[src/rtl/tpiu_frame_assembler_if.sv]
// TPIU frame assembler bus: halfword input from the pin sampler and the
// assembled-frame outputs toward the trace consumer.
interface tpiu_frame_assembler_if;
    logic [15:0]  WordIn;
    logic         WordValid;
    logic [127:0] FrameOut;
    logic         FrAvail;
    logic         Synced;
    logic [31:0]  FramesOut;
    logic [31:0]  PartialFrames;

    // Sampler / test side: drives halfwords, observes frames.
    modport master (
        output WordIn,
        output WordValid,
        input  FrameOut,
        input  FrAvail,
        input  Synced,
        input  FramesOut,
        input  PartialFrames
    );

    // Assembler side.
    modport slave (
        input  WordIn,
        input  WordValid,
        output FrameOut,
        output FrAvail,
        output Synced,
        output FramesOut,
        output PartialFrames
    );
endinterface

[src/rtl/tpiu_frame_assembler.sv]
// TPIU frame assembler: finds full-sync alignment in the halfword stream,
// drops halfword-sync fillers at frame start, and packs eight halfwords into
// a 128-bit frame. FrAvail toggles per frame for a CDC edge-detect consumer.
module tpiu_frame_assembler #(
    parameter int unsigned SYNC_TO_LOG2 = 16
) (
    input  logic                   clk,
    input  logic                   rst,
    tpiu_frame_assembler_if.slave  bus
);

    localparam logic [63:0]             FullSync = 64'hFFFF_FFFF_FFFF_7FFF;
    localparam logic [15:0]             HalfSync = 16'h7FFF;
    localparam logic [SYNC_TO_LOG2-1:0] TmoOne   = {{(SYNC_TO_LOG2-1){1'b0}}, 1'b1};

    logic [63:0]             hist_q, hist_d;
    logic [127:0]            asm_q, asm_d;
    logic [2:0]              widx_q, widx_d;
    logic [SYNC_TO_LOG2-1:0] tmo_q, tmo_d;
    logic                    synced_q, synced_d;
    logic [127:0]            frame_q, frame_d;
    logic                    fr_avail_q, fr_avail_d;
    logic [31:0]             frames_q, frames_d;
    logic [31:0]             partial_q, partial_d;

    // Next-state: sync search, filler drop, frame packing and sync-loss timeout.
    always_comb begin
        hist_d     = hist_q;
        asm_d      = asm_q;
        widx_d     = widx_q;
        tmo_d      = tmo_q;
        synced_d   = synced_q;
        frame_d    = frame_q;
        fr_avail_d = fr_avail_q;
        frames_d   = frames_q;
        partial_d  = partial_q;

        if (bus.WordValid) begin
            hist_d = {hist_q[47:0], bus.WordIn};
            if (hist_d == FullSync) begin
                // Realign; WIdx==3 means the three FFFF words filled slots 0..2
                // of an otherwise aligned stream, so nothing real was lost.
                synced_d = 1'b1;
                widx_d   = 3'd0;
                tmo_d    = '0;
                if (synced_q && (widx_q != 3'd3)) begin
                    partial_d = partial_q + 32'd1;
                end
            end else if (synced_q) begin
                tmo_d = tmo_q + TmoOne;
                if (!((widx_q == 3'd0) && (bus.WordIn == HalfSync))) begin
                    asm_d[16*widx_q +: 16] = bus.WordIn;
                    widx_d = widx_q + 3'd1;
                    if (widx_q == 3'd7) begin
                        frame_d    = asm_d;
                        fr_avail_d = ~fr_avail_q;
                        frames_d   = frames_q + 32'd1;
                    end
                end
                // Timeout still lets the completing word emit its frame.
                if (tmo_d == '0) begin
                    synced_d = 1'b0;
                    widx_d   = 3'd0;
                end
            end
        end
    end

    // State registers with asynchronous active-high reset.
    always_ff @(posedge clk or posedge rst) begin
        if (rst) begin
            hist_q     <= '0;
            asm_q      <= '0;
            widx_q     <= '0;
            tmo_q      <= '0;
            synced_q   <= 1'b0;
            frame_q    <= '0;
            fr_avail_q <= 1'b0;
            frames_q   <= '0;
            partial_q  <= '0;
        end else begin
            hist_q     <= hist_d;
            asm_q      <= asm_d;
            widx_q     <= widx_d;
            tmo_q      <= tmo_d;
            synced_q   <= synced_d;
            frame_q    <= frame_d;
            fr_avail_q <= fr_avail_d;
            frames_q   <= frames_d;
            partial_q  <= partial_d;
        end
    end

    assign bus.FrameOut      = frame_q;
    assign bus.FrAvail       = fr_avail_q;
    assign bus.Synced        = synced_q;
    assign bus.FramesOut     = frames_q;
    assign bus.PartialFrames = partial_q;

endmodule

[src/flat_wrapper.sv]
// flat-port wrapper written by rule: the top's interface ports become plain ports
module tpiu_frame_assembler_flat 
#(
    parameter int unsigned SYNC_TO_LOG2 = 16
)
  (clk, rst, bus_WordIn, bus_WordValid, bus_FrameOut, bus_FrAvail, bus_Synced, bus_FramesOut, bus_PartialFrames);
  tpiu_frame_assembler_if bus_i ();
  input  logic clk;
  input  logic rst;
  input wire logic [$bits(bus_i.WordIn)-1:0] bus_WordIn;
  input wire logic [$bits(bus_i.WordValid)-1:0] bus_WordValid;
  output wire logic [$bits(bus_i.FrameOut)-1:0] bus_FrameOut;
  output wire logic [$bits(bus_i.FrAvail)-1:0] bus_FrAvail;
  output wire logic [$bits(bus_i.Synced)-1:0] bus_Synced;
  output wire logic [$bits(bus_i.FramesOut)-1:0] bus_FramesOut;
  output wire logic [$bits(bus_i.PartialFrames)-1:0] bus_PartialFrames;
  assign bus_i.WordIn = bus_WordIn;
  assign bus_i.WordValid = bus_WordValid;
  assign bus_FrameOut = bus_i.FrameOut;
  assign bus_FrAvail = bus_i.FrAvail;
  assign bus_Synced = bus_i.Synced;
  assign bus_FramesOut = bus_i.FramesOut;
  assign bus_PartialFrames = bus_i.PartialFrames;
  tpiu_frame_assembler #(.SYNC_TO_LOG2(SYNC_TO_LOG2)) u_core (.clk(clk), .rst(rst), .bus(bus_i));
endmodule
[config.mk]
export PLATFORM = sky130hd
export DESIGN_NAME = tpiu_frame_assembler_flat
export DESIGN_NICKNAME = d
export VERILOG_FILES = /design/src/rtl/tpiu_frame_assembler_if.sv /design/src/rtl/tpiu_frame_assembler.sv /design/src/flat_wrapper.sv
export SDC_FILE = /design/constraint.sdc
export NUM_CORES = 1
export LEC_CHECK = 0
export BUFFER_PORTS_ARGS = -buffer_cell sky130_fd_sc_hd__buf_2
export CORE_MARGIN = 2
export CORE_UTILIZATION = 45
export CTS_BUF_LIST = sky130_fd_sc_hd__clkbuf_16
export CTS_CLUSTER_SIZE = 20
export DETAILED_ROUTE_END_ITERATION = 10
export SETUP_SLACK_MARGIN = 0.1
export SYNTH_ARGS = -nofsm -noshare
export SYNTH_HDL_FRONTEND = slang
export SYNTH_SLANG_ARGS = --single-unit
[constraint.sdc]
create_clock -name clk -period 14.85 [get_ports clk]
set_input_delay 2.97 -clock clk [delete_from_list [all_inputs] [get_ports clk]]
set_output_delay 2.97 -clock clk [all_outputs]
set_load 0.05 [all_outputs]
==> metrics.log <==
[metrics] run status: completed
[metrics] number of synthesized flops with an enable pin: 0
[metrics] max-slew headroom at the worst pin: 21.0%
[metrics] critical path data arrival time: 6.81 ns
[metrics] Std-Cell Core Area: 37,600 sq um
[metrics] die area: 39,600 sq um
[metrics] global-route wire length before repair: 70.2 mm
[metrics] antenna violations before repair: 0
[metrics] met3 Resource Use GR: 3.80%
[metrics] CTS sink cnt: 389
[metrics] Crit Reg-Reg Startpoint: u_core.widx_q[0]
[metrics] Post-CTS Resized: 0
[metrics] half-perimeter wire length of the detailed placement result: 30.5 mm
[metrics] port buffer count: 212
[metrics] static leakage: 9.08 nW
[metrics] final critical-path setup slack: 8.40 ns
[metrics] number of distinct standard cells referenced by the synthesized netlist: 55
[metrics] origin of the worst setup path: bus_WordIn[12]
[metrics] clock-pin slew reported for the worst setup and hold paths after clock tree synthesis: 0.06 ns
[metrics] final design instance area without fill: 19,700 sq um
[metrics] total wire length after detailed routing: 44.6 mm
[metrics] count of warnings emitted by yosys: 0
[metrics] first-iteration detailed-routing DRC count: 881
[metrics] Placement Setup Slack: 7.86 ns
[metrics] root buf cell: sky130_fd_sc_hd__clkbuf_16
[metrics] Period Utilization, post-route: 43.4%
[metrics] area of the mapped netlist: 17,100 sq um
[metrics] aggregate global-route resource usage: 22.9%
[metrics] Worst Hold Class: flip-flop to flip-flop
[metrics] critical path class: input pin to flip-flop
[metrics] Max Clock Skew: 0.0160 ns
[metrics] transition time of the tightest slew-check pin: 1.18 ns
[metrics] hold-fix buffer count after cts: 0
[metrics] number of cell rows: 71
[metrics] htree depth: 2
[metrics] initial standard-cell utilization of the core: 45.5%
[metrics] combinational share of power: 2.7%
[metrics] crit path max fanout: 110
[metrics] Sequential Power Share: 50.2%
[metrics] CTS tree: yes
[metrics] post-place instance area: 18,400 sq um
[metrics] synthesis-stage register bit count: 389
[metrics] kind of end point of the critical path: flip-flop
[metrics] ratio of total power to cell area: 111 nW/um^2
[metrics] height of the chip: 199 um
[metrics] unrepaired setup endpoints after global routing: no
[metrics] shortest clock period the worst path allows after layout: 6.45 ns
[metrics] cell count after synthesis: 1,667
[metrics] data required time of the critical path: 15.21 ns
[metrics] Post-Place Cells: 2,289
[metrics] switching power as a share of total power: 22.0%
[metrics] Diodes inserted: 0
[metrics] final max-slew violation count: 0
[metrics] peak-usage layer in the global routing report: met1
[metrics] share of the synthesized area in the top cell type: 56.9%
[metrics] DR vias: 12.5k
[metrics] via count of the first global-routing pass: 11.8k
[metrics] via density per instance: 5.28
[metrics] proportion of register bits with asynchronous set or reset after synthesis: 100%
[metrics] length of the first detailed-routing pass in iterations: 5
[metrics] signed area change from the synthesized netlist to the final layout: 15.3%
[metrics] post-synthesis area per instance: 10.3 sq um
[metrics] final setup violation count: 0
[metrics] routed length per placed instance: 18.9 um
[metrics] switching component of the power: 0.000480 W
[metrics] source-to-sink clock delay at the later pin of the worst-skew pair: 0.54 ns
[metrics] Mapped Nets: 1,695
[metrics] most common cell in the synthesized netlist: sky130_fd_sc_hd__dfrtp_1
[metrics] cell type with the largest total area after synthesis: sky130_fd_sc_hd__dfrtp_1
[metrics] remaining antenna violation count after routing: 0
[metrics] internal power: 0.00170 W
[metrics] Final GP Congestion: 0.838
[metrics] Fill cells: 3,458
[metrics] top post-synthesis cells by area: sky130_fd_sc_hd__dfrtp_1, sky130_fd_sc_hd__nand2_1, sky130_fd_sc_hd__o21ai_0
[metrics] Peak Freq: 155 MHz
[metrics] final number of hold-violating endpoints: 0
[metrics] total of max-cap violations: 0
[metrics] worst hold start: u_core.bus.FrameOut[92]
[metrics] number of clock buffers inserted by TritonCTS: 43
[metrics] pin count of the biggest net entering global routing: 111
[metrics] peak supply drop: 0.0743 mV
[metrics] most frequent cells after synthesis: sky130_fd_sc_hd__dfrtp_1, sky130_fd_sc_hd__nand2_1, sky130_fd_sc_hd__o21ai_0, sky130_fd_sc_hd__nor2_1, sky130_fd_sc_hd__mux2_2
[metrics] part of the power in the clock network: 47.1%
[metrics] Main synth FF type: sky130_fd_sc_hd__dfrtp_1
[metrics] fraction of layout instances using a drive strength above 1: 20.6%
[metrics] Nets: 1,851
[metrics] final global-route overflow total: 0
[metrics] I/O pin cnt: 213
[metrics] sequential-to-total area share from yosys stat: 56.9%
[metrics] count of unresolved DRC violations after routing: 0
[metrics] Non-Filler Instances: 2,367
[metrics] kind of start point of the critical path: input pin
[metrics] Global Route met2 Usage: 33.9%
[metrics] final total negative setup slack: 0 ns
[metrics] global routing usage on met1: 34.8%
[metrics] Die W: 199 um
[metrics] buffers inserted by post-CTS timing repair: 0
[metrics] buffers from clock root to sink, at most: 3
[area by class of cell]
class	count	area [sq um]	share of cell area, %
inverter	11	48.8	0.248
multi-input combinational	1150	6750	34.3
clock buffer	45	1130	5.71
tap	511	639	3.24
sequential	389	9730	49.4
clock inverter	33	233	1.18
timing repair buffer	228	1180	5.99
[per-stage QoR]
| stage | total power, W | util, % | hold slack, ns |
|---|---|---|---|
| finish | 0.00218 | 52.5 | 0.470 |
| global route | 0.00226 | 52.5 | 0.498 |
| CTS | 0.00220 | 52.5 | 0.472 |
| detailed placement | 0.00117 | 48.8 | 0.464 |
| global placement | 0.00117 | 48.8 | 0.456 |
| floorplan | 0.00115 | - | 0.444 |
[worst max-delay path, cell delays in order]
cell                      delay, ns
sky130_fd_sc_hd__buf_2         0.25
sky130_fd_sc_hd__nand4_1       0.19
sky130_fd_sc_hd__nor4_4        0.48
sky130_fd_sc_hd__and4_1        0.47
sky130_fd_sc_hd__nor2_4        0.21
sky130_fd_sc_hd__nand3_4       0.49
sky130_fd_sc_hd__buf_4         0.57
sky130_fd_sc_hd__buf_4         0.83
sky130_fd_sc_hd__o21ai_0       0.26
[placed cells by master (no fill, tap or decap), types with 3 or more instances in the layout]
master                      netlist  routed
sky130_fd_sc_hd__or3_1           20      20
sky130_fd_sc_hd__and4_1          11      11
sky130_fd_sc_hd__nand3b_1         4       4
sky130_fd_sc_hd__mux2_2          72      72
sky130_fd_sc_hd__buf_2           29     212
sky130_fd_sc_hd__and3_1          15      15
sky130_fd_sc_hd__a21oi_1         70      70
sky130_fd_sc_hd__xnor2_1         53      53
sky130_fd_sc_hd__xor2_1          11      11
sky130_fd_sc_hd__nor2_1          99      98
sky130_fd_sc_hd__nand4b_1         3       3
sky130_fd_sc_hd__o21ai_0        199     198
sky130_fd_sc_hd__clkinv_2         0      13
sky130_fd_sc_hd__bufinv_16        0       3
sky130_fd_sc_hd__dfrtp_1        389     389
sky130_fd_sc_hd__or2_2            3       3
sky130_fd_sc_hd__o31ai_1          8       8
sky130_fd_sc_hd__o21ai_1         48      48
sky130_fd_sc_hd__nand2_1        293     293
sky130_fd_sc_hd__clkbuf_16        0      45
sky130_fd_sc_hd__mux2i_1         52      52
sky130_fd_sc_hd__ha_1             9       9
sky130_fd_sc_hd__and2_0           3       3
sky130_fd_sc_hd__a31oi_1         18      18
sky130_fd_sc_hd__nand4_1         36      36
sky130_fd_sc_hd__buf_4           16      16
sky130_fd_sc_hd__inv_1           11      20
sky130_fd_sc_hd__mux2_1           8       8
sky130_fd_sc_hd__nand2b_1        17      17
sky130_fd_sc_hd__clkinv_1         0       4
sky130_fd_sc_hd__nor3_1           7       7
sky130_fd_sc_hd__nand3_1         35      35
sky130_fd_sc_hd__nor4_1           9       9
sky130_fd_sc_hd__and2_1          20      20
[metal layers]
| layer | part of all wire, % | wire [um] | vias to the layer above |
|---|---|---|---|
| met5 | 0 | 0 | - |
| met4 | 2.2 | 1000 | 0 |
| met1 | 48 | 21600 | 6104 |
| met3 | 5.1 | 2260 | 67 |
| li1 | - | - | 6041 |
| met2 | 44 | 19800 | 289 |
[worst paths after layout]
kind	end	slack, ns	depth (start not counted)
min in group asynchronous	u_core.bus.FramesOut[30]	2.57	2
max in group asynchronous	u_core.asm_q[93]	9.87	4
worst min register to register	u_core.bus.FrameOut[92]	0.47	2
worst max-delay path	u_core.bus.FrameOut[26]	8.40	9
worst max register to register	u_core.bus.FrameOut[26]	10.28	8
worst min-delay path	u_core.bus.FrameOut[92]	0.47	2
[kinds of logic (layout without fill, tap and decap cells)]
group	count (synthesis)	count (layout)	synth area share (%)
buffers and inverters	128	317	3.66
muxes	132	132	8.32
AOI/OAI and AO/OA	355	355	10.9
and+or+nand+nor	590	590	16.3
xor gates and xnor gates	64	64	3.28
adders and majority gates	9	9	0.659
DFF	389	389	56.9
[sequential cells by signal (all words and copies together), names as in the netlist]
signal and count:
u_core.asm_q 128, u_core.bus.FrAvail 1, u_core.bus.FrameOut 128, u_core.bus.FramesOut 32, u_core.bus.PartialFrames 32, u_core.bus.Synced 1
u_core.hist_q 48, u_core.tmo_q 16, u_core.widx_q 3
[power groups by stage]
stage	registers (W)	logic [W]	clock network (W)
after floorplan	0.00111	0.0000446	0
after global placement	0.00111	0.0000592	0
after detailed placement	0.00111	0.0000611	0
after CTS	0.00109	0.0000612	0.00105
after global routing	0.00110	0.0000670	0.00109
final	0.00109	0.0000590	0.00103
No activity file was read; power rests on OpenSTA's default activity.
